## config.mk

```make
export PLATFORM = sky130hd
export DESIGN_NAME = fmap_buf_ctrl
export DESIGN_NICKNAME = d
export VERILOG_FILES = /design/src/rtl/fmap_buf_pkg.sv /design/src/rtl/fmap_skid2.sv /design/src/rtl/fmap_buf_ctrl.sv
export SDC_FILE = /design/constraint.sdc
export NUM_CORES = 1
export LEC_CHECK = 0
export BUFFER_PORTS_ARGS = -buffer_cell sky130_fd_sc_hd__clkbuf_2
export CAP_MARGIN = 20
export CORE_ASPECT_RATIO = 0.6
export CORE_UTILIZATION = 45
export DETAILED_ROUTE_END_ITERATION = 10
export PLACE_DENSITY = 0.82
export SLEW_MARGIN = 20
export SYNTH_ARGS = -nofsm -noshare
export SYNTH_HDL_FRONTEND = slang
export SYNTH_SLANG_ARGS = --single-unit
```

## constraint.sdc

```tcl
create_clock -name clk -period 3 [get_ports clk]
set_input_delay 0 -clock clk [delete_from_list [all_inputs] [get_ports clk]]
set_output_delay 0 -clock clk [all_outputs]
set_load 0.03 [all_outputs]
```

## src/rtl/fmap_buf_pkg.sv

```systemverilog
// Shared types and sizes for the feature-map RAM burst controller.
package fmap_buf_pkg;

    localparam int unsigned FMAP_DEPTH   = 128;
    localparam int unsigned FMAP_AW      = 7;
    localparam int unsigned FMAP_DW      = 64;
    localparam int unsigned FMAP_STALL_W = 16;

    // Burst controller states; encoding is fixed for debug visibility.
    typedef enum logic [1:0] {
        ST_IDLE  = 2'd0,
        ST_WR    = 2'd1,
        ST_RD    = 2'd2,
        ST_DRAIN = 2'd3
    } fmap_state_e;

endpackage

```

## src/rtl/fmap_skid2.sv

```systemverilog
// Two-entry registered FIFO that absorbs the one-cycle RAM read latency.
// The head entry drives the read stream directly from flops.
module fmap_skid2
    import fmap_buf_pkg::*;
#(
    parameter int unsigned DW = FMAP_DW
) (
    input  logic          clk,
    input  logic          rst_n,
    input  logic          push,
    input  logic [DW-1:0] push_data,
    input  logic          pop,
    output logic [1:0]    occ,
    output logic [DW-1:0] head_data,
    output logic          head_valid
);

    logic [DW-1:0] ent0_q;
    logic [DW-1:0] ent1_q;
    logic [1:0]    occ_q;
    logic          do_pop;

    // A pop on an empty buffer is meaningless and is ignored.
    assign do_pop = pop && (occ_q != 2'd0);

    // Entry storage and occupancy; ent0 is always the head.
    always_ff @(posedge clk) begin
        if (!rst_n) begin
            occ_q  <= 2'd0;
            ent0_q <= '0;
            ent1_q <= '0;
        end else begin
            case ({push, do_pop})
                2'b10: begin
                    if (occ_q == 2'd0) begin
                        ent0_q <= push_data;
                        occ_q  <= 2'd1;
                    end else if (occ_q == 2'd1) begin
                        ent1_q <= push_data;
                        occ_q  <= 2'd2;
                    end
                end
                2'b01: begin
                    ent0_q <= ent1_q;
                    occ_q  <= occ_q - 2'd1;
                end
                2'b11: begin
                    if (occ_q == 2'd2) begin
                        ent0_q <= ent1_q;
                        ent1_q <= push_data;
                    end else begin
                        ent0_q <= push_data;
                    end
                end
                default: ;
            endcase
        end
    end

    // The issue throttle upstream must never let a push hit a full buffer.
    assert property (@(posedge clk) disable iff (!rst_n)
        !(push && !do_pop && (occ_q == 2'd2)));

    assign occ        = occ_q;
    assign head_data  = ent0_q;
    assign head_valid = (occ_q != 2'd0);

endmodule

```

## src/rtl/fmap_buf_ctrl.sv

```systemverilog
// Burst access controller for one 128x64 single-port feature-map RAM.
// Write bursts pass the input stream straight to the RAM; read bursts stream
// RAM words out through a two-entry skid buffer.
// Optional build macro FMAP_BUF_STALL_CNT_EN enables the backpressure counter.
module fmap_buf_ctrl
    import fmap_buf_pkg::*;
#(
    parameter int unsigned DW = FMAP_DW,
    parameter int unsigned AW = FMAP_AW
) (
    input  logic                    clk,
    input  logic                    rst_n,
    input  logic                    cmd_valid,
    output logic                    cmd_ready,
    input  logic                    cmd_rd,
    input  logic [AW-1:0]           cmd_base,
    input  logic [AW-1:0]           cmd_len_m1,
    input  logic                    in_valid,
    output logic                    in_ready,
    input  logic [DW-1:0]           in_data,
    output logic                    out_valid,
    input  logic                    out_ready,
    output logic [DW-1:0]           out_data,
    output logic                    mem_we,
    output logic [AW-1:0]           mem_addr,
    output logic [DW-1:0]           mem_wdata,
    input  logic [DW-1:0]           mem_rdata,
    output logic                    busy,
    output logic                    done,
    output logic [FMAP_STALL_W-1:0] stall_cnt
);

    fmap_state_e   state_q;
    fmap_state_e   state_d;
    logic [AW-1:0] addr_q;
    logic [AW-1:0] addr_d;
    logic [AW-1:0] rem_q;
    logic [AW-1:0] rem_d;
    logic          inflight_q;
    logic          inflight_d;
    logic          done_q;
    logic          done_d;
    logic [1:0]    occ;
    logic          pop;
    logic [2:0]    rd_load;

    assign pop     = out_valid && out_ready;
    // Words held or on their way into the skid buffer.
    assign rd_load = 3'(occ) + 3'(inflight_q);

    // Skid buffer fed by the read issued in the previous cycle.
    fmap_skid2 #(
        .DW (DW)
    ) u_skid (
        .clk        (clk),
        .rst_n      (rst_n),
        .push       (inflight_q),
        .push_data  (mem_rdata),
        .pop        (pop),
        .occ        (occ),
        .head_data  (out_data),
        .head_valid (out_valid)
    );

    // Controller state and burst counters.
    always_ff @(posedge clk) begin
        if (!rst_n) begin
            state_q    <= ST_IDLE;
            addr_q     <= '0;
            rem_q      <= '0;
            inflight_q <= 1'b0;
            done_q     <= 1'b0;
        end else begin
            state_q    <= state_d;
            addr_q     <= addr_d;
            rem_q      <= rem_d;
            inflight_q <= inflight_d;
            done_q     <= done_d;
        end
    end

    // Next-state, counter updates and RAM/stream handshakes.
    always_comb begin
        state_d    = state_q;
        addr_d     = addr_q;
        rem_d      = rem_q;
        inflight_d = 1'b0;
        done_d     = 1'b0;
        cmd_ready  = 1'b0;
        in_ready   = 1'b0;
        mem_we     = 1'b0;
        mem_addr   = '0;
        mem_wdata  = '0;

        case (state_q)
            ST_IDLE: begin
                cmd_ready = 1'b1;
                if (cmd_valid) begin
                    addr_d  = cmd_base;
                    rem_d   = cmd_len_m1;
                    state_d = cmd_rd ? ST_RD : ST_WR;
                end
            end
            ST_WR: begin
                // Zero-latency pass-through: the beat is written on this edge.
                in_ready  = 1'b1;
                mem_we    = in_valid;
                mem_addr  = addr_q;
                mem_wdata = in_data;
                if (in_valid) begin
                    addr_d = addr_q + AW'(1);
                    rem_d  = rem_q - AW'(1);
                    if (rem_q == '0) begin
                        state_d = ST_IDLE;
                        done_d  = 1'b1;
                    end
                end
            end
            ST_RD: begin
                // Issue only if the word is guaranteed a skid slot next cycle;
                // counting this cycle's pop keeps 1 word/cycle flowing.
                mem_addr = addr_q;
                if (rd_load < (3'd2 + 3'(pop))) begin
                    inflight_d = 1'b1;
                    addr_d     = addr_q + AW'(1);
                    rem_d      = rem_q - AW'(1);
                    if (rem_q == '0) begin
                        state_d = ST_DRAIN;
                    end
                end
            end
            ST_DRAIN: begin
                if (pop && (occ == 2'd1) && !inflight_q) begin
                    state_d = ST_IDLE;
                    done_d  = 1'b1;
                end
            end
            default: begin
                state_d = ST_IDLE;
            end
        endcase
    end

    assign busy = (state_q != ST_IDLE);
    assign done = done_q;

`ifdef FMAP_BUF_STALL_CNT_EN
    logic [FMAP_STALL_W-1:0] stall_q;
    logic                    stall_ev;

    assign stall_ev = ((state_q == ST_WR) && !in_valid) || (out_valid && !out_ready);

    // Saturating stall counter, restarted by every accepted command.
    always_ff @(posedge clk) begin
        if (!rst_n) begin
            stall_q <= '0;
        end else if (cmd_valid && cmd_ready) begin
            stall_q <= '0;
        end else if (stall_ev && (stall_q != {FMAP_STALL_W{1'b1}})) begin
            stall_q <= stall_q + FMAP_STALL_W'(1);
        end
    end

    assign stall_cnt = stall_q;
`else
    assign stall_cnt = '0;
`endif

endmodule

```

Word level (Yosys, flattened, before mapping). Index checks and enable logic that the tools add are counted.

Register bits: 148. Input port bits: 148. Output and inout port bits: 157. Logic and storage cells: 90.

$add $sub $neg: 5. Magnitude comparators: 1. Equal/unequal tests: 19. Mux-type cells: 36. Reductions and logical operators: 21.

Operators by type and width (number): two-way mux 64 bit (6); case mux 64 bit (3 select lines) (1); case mux 64 bit (2 select lines) (1); two-way mux 7 bit (7); case mux 7 bit (3 select lines) (2); two-way mux 2 bit (9); != test 2 bit (second input constant) (8); == test 2 bit (second input constant) (5); case mux 2 bit (4 select lines) (1); AND reduction 4 bit (2); nonzero test 2 bit (4); adder 7 x 1 -> 7 bit (second input constant) (1); logical NOT 7 bit (1); two-way mux 1 bit (7); subtractor 7 x 1 -> 7 bit (second input constant) (1); == test 2 x 1 -> 1 bit (second input constant) (3); AND reduction 2 bit (3); AND reduction 6 bit (1); nonzero test 3 bit (2); logical AND 1 bit (4); logical NOT 2 bit (2); != test 2 x 1 -> 1 bit (second input constant) (2); case mux 2 bit (2 select lines) (1); adder 2 x 1 -> 3 bit (1); 7 further kinds (7).

Depth between registers and ports, before layout. Gate-level depths: netlist of run 1.

Depth in word-level cells: 6. Mapped depth: 12.

Modules after synthesis. A second synthesis of run 1 with hierarchy kept.

Cells, all modules: 915. Area, all modules: 7168.1 um^2.

By module, submodules not included: fmap_skid2 (times used 1, cells an instance 663, area an instance 5286.3 um^2); fmap_buf_ctrl (times used 1, cells an instance 252, area an instance 1881.8 um^2).

Least setup slack after synthesis of run 1. Ideal clock, no wire load.

Kind: reg2reg. Start: register u_skid.occ_q[0], in the netlist u_skid.occ[0]. End: register u_skid.ent1_q[36]. Data arrival time: 2.105 ns. Data required time: 2.884 ns. Setup slack: 0.778 ns. Stages on the path, launching flop included: 13. Path buffers: 3. Period minus slack after synthesis: 2.222 ns. Cells stage by stage: dfxtp_1 inv_1 ha_1 buf_6 nand2b_1 inv_1 ha_1 nand2_1 a221o_1 buf_2 buf_1 nand2_1 a21boi_1.

Cells in the longest elaborated chain, start to end: 6.

Ends and longest elaborated chain: start, declared (line fmap_skid2.sv:20) `logic [1:0] occ_q;`; start signal, assigned (line fmap_skid2.sv:45) `occ_q <= occ_q - 2'd1;`; nonzero test 2 bit (line fmap_skid2.sv:24, fmap_skid2.sv:66); logical AND 1 bit (line fmap_buf_ctrl.sv:47) `assign pop = out_valid && out_ready;`; logical AND 1 bit (line fmap_skid2.sv:24) `assign do_pop = pop && (occ_q != 2'd0);`; == test 2 bit (line fmap_skid2.sv:33) `case ({push, do_pop})`; != test 2 x 1 -> 1 bit (no line) (tied with other cells); AND reduction 4 bit (no line); end signal, assigned (line fmap_skid2.sv:39) `ent1_q <= push_data;`; end signal, assigned (line fmap_skid2.sv:50) `ent1_q <= push_data;`; end, declared (line fmap_skid2.sv:19) `logic [DW-1:0] ent1_q;`.

Several ways; a longest one is shown, not always the timed one. A chain may end at the register's enable or synchronous reset.

Worst setup path in the final report of run 1.
Start: register u_skid.occ_q[0], in the netlist u_skid.occ[0]. End: register u_skid.ent1_q[61].

Same word-level chain as after synthesis.

==> flow_summary.json, run 1 <==
{
  "grtUsageTotal": 0.239,
  "final_common_cell": "sky130_fd_sc_hd__clkbuf_2",
  "clk_latency_ns": 0.41,
  "pre_cts_ws_ns": 0.375,
  "reg2reg_depth": 10,
  "postCtsSetupRepairBufs": 0,
  "synth_sequential_area_ratio": 0.404,
  "die_y_um": 101,
  "fin_ws_ns": 0.362,
  "syn_to_final_growth_pct": 38.1,
  "core_region_area_um2": 15600,
  "power.share.switching": 0.444,
  "cts.root.buffer_cell": "sky130_fd_sc_hd__clkbuf_16",
  "internal_power_mw": 5.09,
  "cp_slowest_stage_delay_ns": 0.40,
  "finalNetCount": 1332,
  "syn-mean-instance-area_um2": 8.66,
  "drt_wl_total_mm": 20.2,
  "dpl.cell_count": 1278,
  "rrSetupSlack_ns": 0.36,
  "post_detailed_route_via_to_cell_ratio": 5.13,
  "detailed_routed_wire_length_on_met2_mm": 8.91,
  "worst-path-max-fanout": 64,
  "design.die.area_um2": 16800,
  "grt_setup_unrepaired": "false",
  "max-slew-margin-rel": 0.480,
  "timing.critical_path.arrival_ns": 2.97,
  "synthesis.yosys.warnings": 0,
  "layout-drive-gt1-share": 0.294,
  "postCtsResizedCells": 0,
  "cpMaxStageDelayCell": "sky130_fd_sc_hd__ha_1",
  "tritoncts.num_buffers": 17,
  "p_seq_frac": 0.320,
  "cts_sinks": 148,
  "routability_cong": 0.901,
  "net-switching-power_mw": 4.06,
  "comb_power_share": 0.451,
  "slew_viol_final": 0,
  "syn_inst": 847,
  "top_level_ports": 305,
  "postSynthRegisterBits": 148,
  "max-clock-path-buffers": 2,
  "most-common-layout-cells": "sky130_fd_sc_hd__clkbuf_2, sky130_fd_sc_hd__nand2_1, sky130_fd_sc_hd__dfxtp_1, sky130_fd_sc_hd__and2_1, sky130_fd_sc_hd__dlygate4sd3_1",
  "vias_after_detailed_routing": 7106,
  "crit_path_cell_trace": "inv_1 > ha_1 > nand2b_1 > inv_1 > ha_1 > nand2b_4 > a221oi_4 > buf_12 > nand2_1 > a21boi_1",
  "post-route-min-period_ns": 2.64,
  "endpoint_kind": "flop",
  "vdd_ir_drop_max_v": 0.000521,
  "dpl.hpwl_mm": 13.3,
  "worst_slew_pin_slew_ns": 0.780,
  "setup.worst_path.start": "u_skid.occ[0]",
  "r2r_end": "u_skid.ent1_q[61]",
  "synth-edff-count": 0,
  "power_share_of_the_clock_group": 0.229,
  "timing.hold.worst.class": "input pin to flop",
  "grt_overflow": 0,
  "numPortBuffers": 288,
  "finalSetupViolCount": 0,
  "tritoncts": "yes",
  "r2r_start": "u_skid.occ[0]",
  "critPathCapture": "u_skid.ent1_q[61]",
  "finish.utilization": 0.648,
  "p_per_area_nw_per_um2": 903,
  "wl_per_cell_um": 14.6,
  "critPathLaunchType": "flop",
  "result_of_the_run": "completed",
  "initial_core_util": 0.469,
  "skew_ns": 0.0146,
  "post-route-cell-area_um2": 10100,
  "drv.max_cap_violation_count": 0,
  "grt_pass1_vias": 6436,
  "placed_cell_area_um2": 8790,
  "std_cell_rows": 35,
  "routed.top_layer": "met4",
  "asyncSetResetFlopFracSynth": 0,
  "netlist-cell-type-count": 50,
  "grt_start_max_net_pins": 129,
  "yosys_most_used_dff": "sky130_fd_sc_hd__dfxtp_1",
  "detail-route-antenna-nets": 0,
  "drc": 0,
  "totalNegativeSetupSlack_ns": 0,
  "grt_antenna_before_repair": 0,
  "final-hold-violation-count": 0,
  "final.period_utilization": 0.879,
  "finish.cell_count_without_fillers": 1384,
  "antenna_cells": 0,
  "postCtsHoldBufs": 74,
  "met3RoutedLength_mm": 1.34,
  "grt_pass1_wl_mm": 32.5,
  "die_x_um": 167,
  "mappedNetlistArea_um2": 7340,
  "drt-initial-drc-count": 495,
  "max_clock_freq_mhz": 379,
  "firstDrtPassIters": 5,
  "wl_met1_mm": 9.77,
  "criticalPathCategory": "flop to flop",
  "clk_pin_slew_worst_paths_ns": 0.07,
  "timing.critical_path.required_ns": 3.33,
  "clock_tree.htree_level_count": 4,
  "static-leakage-power_nw": 5.19
}
sequential cells by signal, indices dropped and copies added, names as in the netlist:
| register | count |
|---|---|
| addr_q | 7 |
| done | 1 |
| inflight_q | 1 |
| rem_q | 7 |
| state_q | 2 |
| u_skid.ent1_q | 64 |
| u_skid.head_data | 64 |
| u_skid.occ | 2 |
cell families after synthesis:
logic type	after synthesis	synth area share
AND/OR/NAND/NOR	323	0.205
AO/OA/AOI/OAI	251	0.280
flip-flops	148	0.404
buffers and inverters	101	0.0732
adder cells (fa/ha/maj)	16	0.0273
multiplexers	7	0.0102
other	1	0.000511
area by class of cell:
cell class              instances  area [µm²]
fillers                      1261        5500
multi-input cells             613        3920
flip-flops and latches        148        2960
repair buffers                373        2340
clock buffers                  17         425
well taps                     203         254
clock inverters                15         176
inverters                      15        56.3
how the worst min path moves through the flow:
stage                              from                end  slack (ns)  depth (start not counted)
after detailed placement  mem_rdata[18]  u_skid.ent1_q[18]        0.24                          3
final                            cmd_rd         state_q[0]        0.01                          4
after floorplan            mem_rdata[0]   u_skid.ent1_q[0]        0.13                          2
after global routing             cmd_rd         state_q[1]        0.04                          4
after global placement     mem_rdata[9]   u_skid.ent1_q[9]        0.24                          3
after CTS                        cmd_rd         state_q[0]       0.004                          4
cell usage after synthesis (all sizes together), types with 2 or more instances:
cell type | instances | area, µm²
a31oi | 2 | 12.5
a21boi | 73 | 548
inv | 15 | 56.3
nor2 | 9 | 33.8
ha | 16 | 200
nand3 | 3 | 15.0
clkbuf | 30 | 114
nor4 | 3 | 18.8
o221a | 2 | 22.5
o21a | 6 | 45.0
and2 | 75 | 469
a22oi | 65 | 488
o21ai | 21 | 109
a21o | 2 | 15.0
buf | 56 | 367
nand2 | 208 | 781
nor2b | 9 | 56.3
a21oi | 6 | 33.8
dfxtp | 148 | 2960
o211a | 65 | 651
mux2i | 6 | 63.8
o2bb2ai | 2 | 17.5
nor3 | 5 | 25.0
nand2b | 4 | 32.5
layer usage:
| layer | vias to the layer above | global-route usage |
|---|---|---|
| met2 | 235 | 0.365 |
| met3 | 16 | 0.0652 |
| met1 | 3308 | 0.333 |
| met4 | 0 | 0.0548 |
| li1 | 3547 | - |
| met5 | - | 0 |
critical path, delay by kind of cell, from the launching register on:
| kind | cells | cell delay [ns] |
|---|---|---|
| DFF | 1 | 0.35 |
| AOI/OAI and AO/OA | 2 | 0.44 |
| and+or+nand+nor | 3 | 0.57 |
| adders and majority gates | 2 | 0.66 |
| buffers and inverters | 3 | 0.49 |
per-stage QoR:
stage | hold slack (ns) | total power [mW]
finish | 0.0138 | 9.15
global route | 0.0410 | 9.70
CTS | 0.00430 | 9.18
detailed placement | 0.245 | 6.98
global placement | 0.238 | 6.89
floorplan | 0.135 | 5.92
power groups by stage:
stage / registers [mW] / clock network (mW) / logic, mW
6_report: 2.93 / 2.10 / 4.12
2_1_floorplan: 3.60 / 0 / 2.32
3_5_place_dp: 2.95 / 0 / 4.03
5_1_grt: 2.99 / 2.25 / 4.46
3_3_place_gp: 2.93 / 0 / 3.96
4_1_cts: 2.92 / 2.16 / 4.11
No activity file was read; power rests on OpenSTA's default activity.
==> run 2, diff against run 1 <==
Settings changed: REMOVE_ABC_BUFFERS set to 1.
==> run 2 against run 1 <==
  * Flip-flop and latch count is the same
  * Critical path depth is the same
  * Die area is the same
  * Global-route usage grew 0.067 points
  * Clock power grew 6%
  * Non-clock buffer count shrank 6
  * Register-to-register slack lost 0.04 ns
  * Worst hold slack lost 0.0067 ns
  * Total power grew 1.5%
  * Clock skew is essentially flat
  * First-iteration DRC count grew 3.2%
  * Highest routed layer unchanged
==> flow_summary.json, run 2 (synthesis results as in run 1) <==
{
  "clock_tree.htree_level_count": 4,
  "slew_viol_final": 0,
  "grt_start_max_net_pins": 129,
  "tritoncts": "yes",
  "cpMaxStageDelayCell": "sky130_fd_sc_hd__ha_1",
  "static-leakage-power_nw": 5.17,
  "timing.critical_path.arrival_ns": 2.98,
  "die_y_um": 101,
  "grt_pass1_wl_mm": 32.7,
  "drc": 0,
  "post-route-cell-area_um2": 10100,
  "cts_sinks": 148,
  "vdd_ir_drop_max_v": 0.000526,
  "clk_latency_ns": 0.41,
  "finalSetupViolCount": 0,
  "final-hold-violation-count": 0,
  "core_region_area_um2": 15600,
  "top_level_ports": 305,
  "design.die.area_um2": 16800,
  "most-common-layout-cells": "sky130_fd_sc_hd__clkbuf_2, sky130_fd_sc_hd__nand2_1, sky130_fd_sc_hd__dfxtp_1, sky130_fd_sc_hd__and2_1, sky130_fd_sc_hd__dlygate4sd3_1",
  "worst-path-max-fanout": 47,
  "routability_cong": 0.845,
  "grt_pass1_vias": 6597,
  "skew_ns": 0.0143,
  "p_per_area_nw_per_um2": 920,
  "drt-initial-drc-count": 511,
  "fin_ws_ns": 0.323,
  "tritoncts.num_buffers": 17,
  "cp_slowest_stage_delay_ns": 0.41,
  "max_clock_freq_mhz": 374,
  "timing.hold.worst.class": "input pin to flop",
  "final.period_utilization": 0.892,
  "post-route-min-period_ns": 2.68,
  "numPortBuffers": 288,
  "critPathLaunchType": "flop",
  "layout-drive-gt1-share": 0.291,
  "drv.max_cap_violation_count": 0,
  "clk_pin_slew_worst_paths_ns": 0.06,
  "finalNetCount": 1326,
  "crit_path_cell_trace": "inv_1 > ha_1 > nand2b_1 > inv_1 > ha_1 > a21o_2 > buf_12 > a22oi_1 > nand2_1 > o211a_1",
  "die_x_um": 167,
  "max-slew-margin-rel": 0.576,
  "vias_after_detailed_routing": 7145,
  "placed_cell_area_um2": 8770,
  "grtUsageTotal": 0.239,
  "grt_overflow": 0,
  "std_cell_rows": 35,
  "timing.critical_path.required_ns": 3.30,
  "finish.utilization": 0.646,
  "syn_to_final_growth_pct": 37.6,
  "max-clock-path-buffers": 2,
  "cts.root.buffer_cell": "sky130_fd_sc_hd__clkbuf_16",
  "post_detailed_route_via_to_cell_ratio": 5.18,
  "hold_slack_ns": 0.00714,
  "criticalPathCategory": "flop to flop",
  "pre_cts_ws_ns": 0.333,
  "grt_antenna_before_repair": 1,
  "postCtsHoldBufs": 71,
  "worst_slew_pin_slew_ns": 0.637,
  "wl_per_cell_um": 14.9,
  "postCtsSetupRepairBufs": 0,
  "final_common_cell": "sky130_fd_sc_hd__clkbuf_2",
  "endpoint_kind": "flop",
  "initial_core_util": 0.469,
  "result_of_the_run": "completed",
  "grt_setup_unrepaired": "false",
  "total_power_mw": 9.29,
  "detail-route-antenna-nets": 0,
  "dpl.hpwl_mm": 13.2,
  "firstDrtPassIters": 5,
  "drt_wl_total_mm": 20.6,
  "postCtsResizedCells": 0
}
-- run 2: cell count changes in the layout (fill, tap and decap cells not counted), sizes merged --
cell,delta
bufinv,+3
inv,-3
dlygate4sd3,-3
buf,-3
clkinv,-5
clkbuf,+3
diode,+1
clkinvlp,+2
-- run 2: worst paths after layout --
check        cells past startpoint                    to              start  slack (ns)
max                             10  u_skid.head_data[38]      u_skid.occ[0]        0.32
max reg2reg                     10  u_skid.head_data[38]      u_skid.occ[0]        0.32
min reg2reg                      2     u_skid.ent1_q[14]  u_skid.ent1_q[14]        0.45
min                              4              rem_q[3]      cmd_len_m1[3]       0.007
-- run 2: layout make-up --
class / instances / area [µm²]
diodes: 1 / 2.50
clock buffers: 20 / 447
clock inverters: 12 / 166
fillers: 1313 / 5540
inverters: 15 / 56.3
multi-input cells: 613 / 3920
flip-flops and latches: 148 / 2960
well taps: 203 / 254
repair buffers: 367 / 2290
-- run 2: stage by stage --
stage          instances  TNS (ns)
6_report            1379         0
3_3_place_gp        1275         0
4_1_cts             1378         0
5_1_grt             1379         0
2_1_floorplan        776   -167.57
3_5_place_dp        1275         0
-- run 2: power breakdown --
group / switching, mW / internal (mW) / leakage (nW)
combinational: 2.73 / 1.40 / 3.68
clock: 0.873 / 1.35 / 0.286
sequential: 0.390 / 2.55 / 1.20
total: 3.99 / 5.30 / 5.17
-- run 2: metal layers --
metal | share of wire | GRT usage | vias to the layer above
li1 | - | - | 3539
met1 | 0.48 | 0.327 | 3354
met2 | 0.46 | 0.391 | 240
met3 | 0.054 | 0.0444 | 12
met4 | 0.0061 | 0.0577 | 0
met5 | 0 | 0 | -
-- run 2: worst max-delay path: cells and delay by family (launching register included) --
kind / cells / cell delay (ns)
AO/OA/AOI/OAI: 3 / 0.71
adder cells (fa/ha/maj): 2 / 0.67
buffers and inverters: 3 / 0.45
flip-flops: 1 / 0.35
AND/OR/NAND/NOR: 2 / 0.37
==> run 3, diff against run 2 <==
Settings changed: HOLD_SLACK_MARGIN set to 0.08.
==> run 3 against run 2 <==
  * Clock power about the same
  * Global-route usage rose by 0.17 points
  * Sequential power barely moved
  * Critical path depth unchanged
  * Register-to-register slack is essentially flat
==> flow_summary.json, run 3 (synthesis results as in run 1) <==
{
  "final-hold-violation-count": 0,
  "max-clock-path-buffers": 2,
  "timing.critical_path.required_ns": 3.29,
  "clock_tree.htree_level_count": 4,
  "worst-path-buf-inv": 3,
  "comb_power_share": 0.445,
  "die_y_um": 101,
  "skew_ns": 0.0131,
  "cts_sinks": 148,
  "vdd_ir_drop_max_v": 0.000526,
  "drt_wl_total_mm": 20.6,
  "power_share_of_the_clock_group": 0.239,
  "drc": 0,
  "finalNetCount": 1335,
  "firstDrtPassIters": 6,
  "tritoncts": "yes",
  "cpMaxStageDelayCell": "sky130_fd_sc_hd__ha_1",
  "dpl.hpwl_mm": 13.2,
  "numPortBuffers": 288,
  "syn_to_final_growth_pct": 38.8,
  "finalSetupViolCount": 0,
  "grt_pass1_wl_mm": 32.9,
  "detail-route-antenna-nets": 0,
  "critPathLaunchType": "flop",
  "cp_top_family": "compound AO/OA/AOI/OAI gates",
  "grt_antenna_before_repair": 1,
  "grt_pass1_vias": 6655,
  "design.die.area_um2": 16800,
  "postCtsResizedCells": 0,
  "slew_viol_final": 0,
  "criticalPathCategory": "flop to flop",
  "cts.root.buffer_cell": "sky130_fd_sc_hd__clkbuf_16",
  "postCtsSetupRepairBufs": 0,
  "internal_power_mw": 5.31,
  "p_per_area_nw_per_um2": 912,
  "clk_latency_ns": 0.41,
  "die_x_um": 167,
  "net-switching-power_mw": 3.98,
  "static-leakage-power_nw": 5.20,
  "most-common-layout-cells": "sky130_fd_sc_hd__clkbuf_2, sky130_fd_sc_hd__nand2_1, sky130_fd_sc_hd__dfxtp_1, sky130_fd_sc_hd__dlygate4sd3_1, sky130_fd_sc_hd__and2_1",
  "initial_core_util": 0.469,
  "core_region_area_um2": 15600,
  "max-slew-margin-rel": 0.578,
  "drt-initial-drc-count": 499,
  "grt_start_max_net_pins": 129,
  "fin_ws_ns": 0.317,
  "grtUsageTotal": 0.241,
  "post_detailed_route_via_to_cell_ratio": 5.17,
  "cp_slowest_stage_delay_ns": 0.41,
  "max_clock_freq_mhz": 373,
  "worst-path-max-fanout": 47,
  "final_common_cell": "sky130_fd_sc_hd__clkbuf_2",
  "result_of_the_run": "completed",
  "timing.critical_path.arrival_ns": 2.97,
  "worst_slew_pin_slew_ns": 0.633,
  "grt_overflow": 0,
  "timing.hold.worst.class": "input pin to flop",
  "post-route-min-period_ns": 2.68,
  "p_seq_frac": 0.316,
  "drv.max_cap_violation_count": 0,
  "top_level_ports": 305,
  "clk_pin_slew_worst_paths_ns": 0.07,
  "finish.utilization": 0.651,
  "std_cell_rows": 35,
  "vias_after_detailed_routing": 7175,
  "grt_setup_unrepaired": "false",
  "endpoint_kind": "flop",
  "crit_path_cell_trace": "inv_1 > ha_1 > nand2b_1 > inv_1 > ha_1 > a21o_2 > buf_12 > a22oi_1 > nand2_1 > o211a_1",
  "tritoncts.num_buffers": 17,
  "layout-drive-gt1-share": 0.289,
  "final.period_utilization": 0.894,
  "power.share.switching": 0.428,
  "pre_cts_ws_ns": 0.333,
  "wl_per_cell_um": 14.8,
  "total_power_mw": 9.28,
  "routability_cong": 0.845
}
==> run 3: cell count changes in the layout (fill, tap and decap cells not counted), sizes merged <==
cell         previous run  this run
dlygate4sd3            71        80
==> run 3: final timing paths <==
check,startpoint,end,slack (ns),depth (start not counted)
worst max-delay path,u_skid.occ[0],u_skid.head_data[41],0.32,10
worst min-delay path,rst_n,rem_q[0],0.13,3
worst max register to register,u_skid.occ[0],u_skid.head_data[41],0.32,10
worst min register to register,u_skid.ent1_q[14],u_skid.ent1_q[14],0.45,2
==> run 3: area by class of cell <==
type,instances,area [µm²]
Multi-Input combinational cell,613,3920
Sequential cell,148,2960
Clock buffer,20,447
Clock inverter,12,166
Fill cell,1301,5450
Tap cell,203,254
Antenna cell,1,2.50
Inverter,15,56.3
Timing Repair Buffer,376,2380
==> run 3: power groups by stage <==
stage               clock network [mW]  registers [mW]  logic (mW)
finish                            2.22            2.93        4.14
global route                      2.35            2.99        4.46
CTS                               2.25            2.92        4.12
detailed placement                   0            2.95        4.02
global placement                     0            2.94        3.95
floorplan                            0            3.60        2.19
==> run 3: repair_timing <==
| item | CTS | global route |
|---|---|---|
| endpoints found under the hold margin | 145 | 0 |
| hold buffers | 80 | 0 |
| setup endpoints to repair | 0 | 0 |
==> run 3: per-layer routing <==
metal / up-vias / track usage / share of wire
li1: 3556 / - / -
met5: - / 0 / 0
met4: 0 / 0.0584 / 0.0067
met3: 15 / 0.0471 / 0.061
met2: 242 / 0.397 / 0.47
met1: 3362 / 0.326 / 0.46
==> run 3: worst min-delay path, stage by stage <==
cell                      delay, ns
sky130_fd_sc_hd__buf_4         0.29
sky130_fd_sc_hd__o31ai_4       0.13
sky130_fd_sc_hd__a21oi_2       0.03
==> run 3: stage by stage <==
step	instance area [µm²]	setup TNS, ns	hold slack, ns	std cells
after global placement	8770	0	0.237	1275
after CTS	10200	0	0.111	1387
after global routing	10200	0	0.137	1388
final	10200	0	0.126	1388
after floorplan	6910	-167.57	0.110	776
after detailed placement	8770	0	0.243	1275
